**src/rtl/full_adder_if.sv**
```systemverilog
// Operand/result bundle for the registered ripple adder.
// The producer uses the master modport; the adder itself uses slave.
interface full_adder_if #(
  parameter int WIDTH = 1
);

  logic             in_valid;
  logic [WIDTH-1:0] a;
  logic [WIDTH-1:0] b;
  logic             cin;
  logic [WIDTH-1:0] sum;
  logic             cout;
  logic             overflow;
  logic             out_valid;

  modport master (
    output in_valid,
    output a,
    output b,
    output cin,
    input  sum,
    input  cout,
    input  overflow,
    input  out_valid
  );

  modport slave (
    input  in_valid,
    input  a,
    input  b,
    input  cin,
    output sum,
    output cout,
    output overflow,
    output out_valid
  );

endinterface

```
**src/rtl/full_adder.sv**
```systemverilog
// Ripple-carry adder for the ALU add/sub core: sum = a + b + cin,
// with unsigned carry-out and signed overflow. The chain is built from
// one explicit cell per bit so each carry is a distinct, probeable net.
// REGISTER_OUT selects a one-cycle registered result or a purely
// combinational path.

// Single-bit full adder cell.
module full_adder_cell (
  input  logic i_a,
  input  logic i_b,
  input  logic i_c,
  output logic o_s,
  output logic o_c
);

  assign o_s = i_a ^ i_b ^ i_c;
  assign o_c = (i_a & i_b) | (i_a & i_c) | (i_b & i_c);

endmodule

module full_adder #(
  parameter int WIDTH        = 1,
  parameter bit REGISTER_OUT = 1'b1
) (
  input logic         clk,
  input logic         rst,
  full_adder_if.slave bus
);

  logic [WIDTH:0]   w_carry;
  logic [WIDTH-1:0] w_sum;
  logic             w_cout;
  logic             w_overflow;

  assign w_carry[0] = bus.cin;

  for (genvar i = 0; i < WIDTH; i++) begin : g_cell
    full_adder_cell u_cell (
      .i_a (bus.a[i]),
      .i_b (bus.b[i]),
      .i_c (w_carry[i]),
      .o_s (w_sum[i]),
      .o_c (w_carry[i+1])
    );
  end

  // Signed overflow: carry into the MSB differs from carry out of it.
  // For WIDTH=1 the carry into the MSB is cin itself.
  assign w_cout     = w_carry[WIDTH];
  assign w_overflow = w_carry[WIDTH] ^ w_carry[WIDTH-1];

  if (REGISTER_OUT) begin : g_reg
    logic [WIDTH-1:0] r_sum;
    logic             r_cout;
    logic             r_overflow;
    logic             r_out_valid;

    // Capture qualified results; hold the last result while idle, and
    // let reset clear everything including any in-flight result.
    always_ff @(posedge clk) begin
      if (rst) begin
        r_sum       <= '0;
        r_cout      <= 1'b0;
        r_overflow  <= 1'b0;
        r_out_valid <= 1'b0;
      end else begin
        r_out_valid <= bus.in_valid;
        if (bus.in_valid) begin
          r_sum      <= w_sum;
          r_cout     <= w_cout;
          r_overflow <= w_overflow;
        end
      end
    end

    assign bus.sum       = r_sum;
    assign bus.cout      = r_cout;
    assign bus.overflow  = r_overflow;
    assign bus.out_valid = r_out_valid;
  end else begin : g_comb
    // Zero-latency path: clk is not used, rst only gates out_valid.
    assign bus.sum       = w_sum;
    assign bus.cout      = w_cout;
    assign bus.overflow  = w_overflow;
    assign bus.out_valid = bus.in_valid & ~rst;
  end

endmodule

```
**src/flat_wrapper.sv**
```systemverilog
// flat-port wrapper written by rule: the top's interface ports become plain ports
module full_adder_flat 
#(
  parameter int WIDTH        = 1,
  parameter bit REGISTER_OUT = 1'b1
)
  (clk, rst, bus_in_valid, bus_a, bus_b, bus_cin, bus_sum, bus_cout, bus_overflow, bus_out_valid);
  full_adder_if #(.WIDTH(WIDTH)) bus_i ();
  input logic clk;
  input logic rst;
  input wire logic [$bits(bus_i.in_valid)-1:0] bus_in_valid;
  input wire logic [$bits(bus_i.a)-1:0] bus_a;
  input wire logic [$bits(bus_i.b)-1:0] bus_b;
  input wire logic [$bits(bus_i.cin)-1:0] bus_cin;
  output wire logic [$bits(bus_i.sum)-1:0] bus_sum;
  output wire logic [$bits(bus_i.cout)-1:0] bus_cout;
  output wire logic [$bits(bus_i.overflow)-1:0] bus_overflow;
  output wire logic [$bits(bus_i.out_valid)-1:0] bus_out_valid;
  assign bus_i.in_valid = bus_in_valid;
  assign bus_i.a = bus_a;
  assign bus_i.b = bus_b;
  assign bus_i.cin = bus_cin;
  assign bus_sum = bus_i.sum;
  assign bus_cout = bus_i.cout;
  assign bus_overflow = bus_i.overflow;
  assign bus_out_valid = bus_i.out_valid;
  full_adder #(.WIDTH(WIDTH), .REGISTER_OUT(REGISTER_OUT)) u_core (.clk(clk), .rst(rst), .bus(bus_i));
endmodule
```
**config.mk**
```make
export PLATFORM = sky130hd
export DESIGN_NAME = full_adder_flat
export DESIGN_NICKNAME = d
export VERILOG_FILES = /design/src/rtl/full_adder_if.sv /design/src/rtl/full_adder.sv /design/src/flat_wrapper.sv
export SDC_FILE = /design/constraint.sdc
export NUM_CORES = 1
export LEC_CHECK = 0
export ABC_AREA = 1
export CAP_MARGIN = 20
export CELL_PAD_IN_SITES_DETAIL_PLACEMENT = 0
export CELL_PAD_IN_SITES_GLOBAL_PLACEMENT = 2
export CORE_AREA = 3 3 40 42
export CTS_CLUSTER_SIZE = 20
export DETAILED_ROUTE_END_ITERATION = 10
export DIE_AREA = 0 0 43 45
export PLACE_DENSITY_LB_ADDON = 0.1
export RECOVER_POWER = 25
export SLEW_MARGIN = 20
export SYNTH_ARGS = -nofsm -noshare
export SYNTH_HDL_FRONTEND = slang
export SYNTH_SLANG_ARGS = --single-unit
```
**constraint.sdc**
```tcl
create_clock -name clk -period 1.1 [get_ports clk]
set_input_delay 0.22 -clock clk [delete_from_list [all_inputs] [get_ports clk]]
set_output_delay 0.22 -clock clk [all_outputs]
set_load 0.1 [all_outputs]
```
==> results.json, run 1 <==
{
  "arrival_ps": 1230,
  "pwr-share-seq_pct": 32.5,
  "die_h_um": 45,
  "p_int_w": 0.000344,
  "cts_tree": "built",
  "setup_ws_ps": 30.1,
  "io_pins": 10,
  "grt_max_degree": 6,
  "tightest_slew_ps": 188,
  "ant_nets": 0,
  "drt_iter0_drc": 3,
  "fin_worst_skew_ps": 0,
  "hold_viol_final": 0,
  "synth.distinct_cells": 7,
  "root_buffer": "clkbuf_4",
  "dieArea_um2": 1940,
  "yosysWarnings": 0,
  "portBuffers": 9,
  "htree_levels": 1,
  "synth_edf_count": 0,
  "clkSinkCount": 4,
  "period_needed_ps": 1070,
  "syn_nets": 29,
  "gr-total-overflow": 0,
  "yosysSeqAreaShare_pct": 47.8,
  "core_area_um2": 1280,
  "relSlewSlack_pct": 87.4,
  "globalplace.congestion": 0.581,
  "setup_viol": 0,
  "clockBufferDepth": 2,
  "track_usage_pct": 5.50,
  "status": "finished, final reports clean",
  "die_w_um": 43,
  "post-place-ws_ps": -408,
  "vias": 180,
  "routedWlPerCell_um": 8.60,
  "hp-class": "flip-flop to flip-flop",
  "area.growth.synth_to_final_pct": 109,
  "synth_cells": 22,
  "path_max_fanout": 2,
  "power_per_cell_area_nw_per_um2": 1470,
  "syn_area_um2": 168,
  "firstDrtPassIters": 4,
  "nFillCells": 140,
  "numCtsBuffers": 3,
  "initial_core_util_pct": 13.0,
  "p_sw_share_pct": 33.3,
  "grt_pass1_vias": 197,
  "synth_seq_cells": 4,
  "synth_top_area_share_pct": 47.8,
  "antenna_found_initial": 0,
  "avgSynthCellArea_um2": 7.62,
  "start_kind": "input pin",
  "synth_common_cells": "nand2_1, dfxtp_1, inv_1",
  "ys_async_sr_fraction_pct": 0,
  "pwr-share-clk_pct": 35.6,
  "drv_cap": 0,
  "layout-drive-gt1-share_pct": 37.1,
  "num_rows": 13,
  "fmax_mhz": 935,
  "rsz0062_at_grt": "false",
  "worst-setup-path-type": "input pin to flip-flop",
  "clk_latency_ps": 230,
  "grt_pass1_wl_um": 703,
  "drc": 0,
  "fin_crit_sh_pct": 97.3,
  "synth.area.top_cells": "dfxtp_1, nand2_1, fa_1, inv_1, nor2_1",
  "peakVddDrop_uv": 280,
  "totalWireLength_um": 430,
  "synth_top_area_cell": "dfxtp_1",
  "endpoint_kind": "flip-flop",
  "final_max_slew_viol_count": 0,
  "required_ps": 1260,
  "clk_pin_slew_ps": 40,
  "leakagePower_nw": 0.165,
  "power_switching_w": 0.000172,
  "holdWs_ps": 480,
  "final_nets": 44,
  "ys.flop_type": "dfxtp_1",
  "p_comb_share_pct": 31.9,
  "synth_most_common_cell": "nand2_1",
  "viasPerCell": 3.60,
  "antennaDiodeCount": 0
}
per-stage QoR:
step                      instance area (um^2)  util, %  total power [W]  TNS, ps  std cells
after floorplan                            173        -         0.000261        0         22
after global placement                     329     25.6         0.000338    -1060         47
after detailed placement                   329     25.6         0.000338    -1100         47
after CTS                                  350     27.3         0.000527        0         50
after global routing                       350     27.3         0.000537        0         50
final                                      350     27.3         0.000516        0         50
registers in the layout, summed over array words and instances, names as in the netlist:
| name | flops |
|---|---|
| u_core.bus.overflow | 1 |
| u_core.bus.cout | 1 |
| u_core.bus.out_valid | 1 |
| u_core.bus.sum | 1 |
placed cells by master, fill, tap and decap left out, drive strengths merged:
cell type and count:
a21oi 2, buf 5, clkbuf 3, clkdlybuf4s50 1, dfxtp 4, dlygate4sd2 3, dlygate4sd3 1, fa 1
inv 4, nand2 7, nand3 1, nor2 3
cells by family after synthesis:
kind of cell | count (synthesis) | synth area share (%)
and+or+nand+nor | 11 | 25.4
buffers and inverters | 4 | 8.95
AOI/OAI and AO/OA | 2 | 5.97
DFF | 4 | 47.8
adders and majority gates | 1 | 11.9
what timing repair did:
| item | in CTS | in global routing |
|---|---|---|
| endpoints found under the setup margin | 3 | 0 |
| buffers inserted | 0 | 0 |
| gates resized for setup | 4 | 0 |
| hold buffers | 0 | 0 |
worst paths after layout:
check / start / endpoint / slack, ps / cells after the start
worst max-delay path: bus_cin / u_core.bus.sum$_SDFFE_PP0P_ / 30 / 4
worst min-delay path: u_core.bus.cout$_SDFFE_PP0P_ / u_core.bus.cout$_SDFFE_PP0P_ / 480 / 2
worst max register to register: u_core.bus.overflow$_SDFFE_PP0P_ / u_core.bus.overflow$_SDFFE_PP0P_ / 450 / 4
worst min register to register: u_core.bus.cout$_SDFFE_PP0P_ / u_core.bus.cout$_SDFFE_PP0P_ / 480 / 2
power by group through the flow:
stage	Combinational, W	Clock, W	Sequential, W
floorplan	0.0000225	0	0.000238
CTS	0.000165	0.000193	0.000168
finish	0.000165	0.000184	0.000168
detailed placement	0.000168	0	0.000170
global placement	0.000168	0	0.000170
global route	0.000175	0.000193	0.000169
critical path, cell delays in order:
cell,delay [ps]
dlygate4sd2_1,260
fa_2,560
nand2_1,50
a21oi_1,130
layer usage:
layer	part of all wire, %	GRT usage [%]
met3	8.1	1.59
met4	0	7.23
met1	42	4.83
met5	0	0
met2	50	8.98
final cells by class:
cell class	instances	area [um^2]	share of cell area (%)
timing repair buffer	10	134	38.2
sequential	4	85.1	24.3
multi-input combinational	14	75.1	21.4
clock buffer	3	22.5	6.43
tap	15	18.8	5.36
inverter	4	15.0	4.29
No activity file was read; power rests on OpenSTA's default activity.
==> run 2: changes to the inputs <==
--- a/config.mk
+++ b/config.mk
@@ -13,6 +13,7 @@
 export CTS_CLUSTER_SIZE = 20
 export DETAILED_ROUTE_END_ITERATION = 10
 export DIE_AREA = 0 0 43 45
+export HOLD_SLACK_MARGIN = 0.15
 export PLACE_DENSITY_LB_ADDON = 0.1
 export RECOVER_POWER = 25
 export SLEW_MARGIN = 20
==> results of run 2 <==
Same layout as run 1: the final DEF is identical, and so are final timing and power.
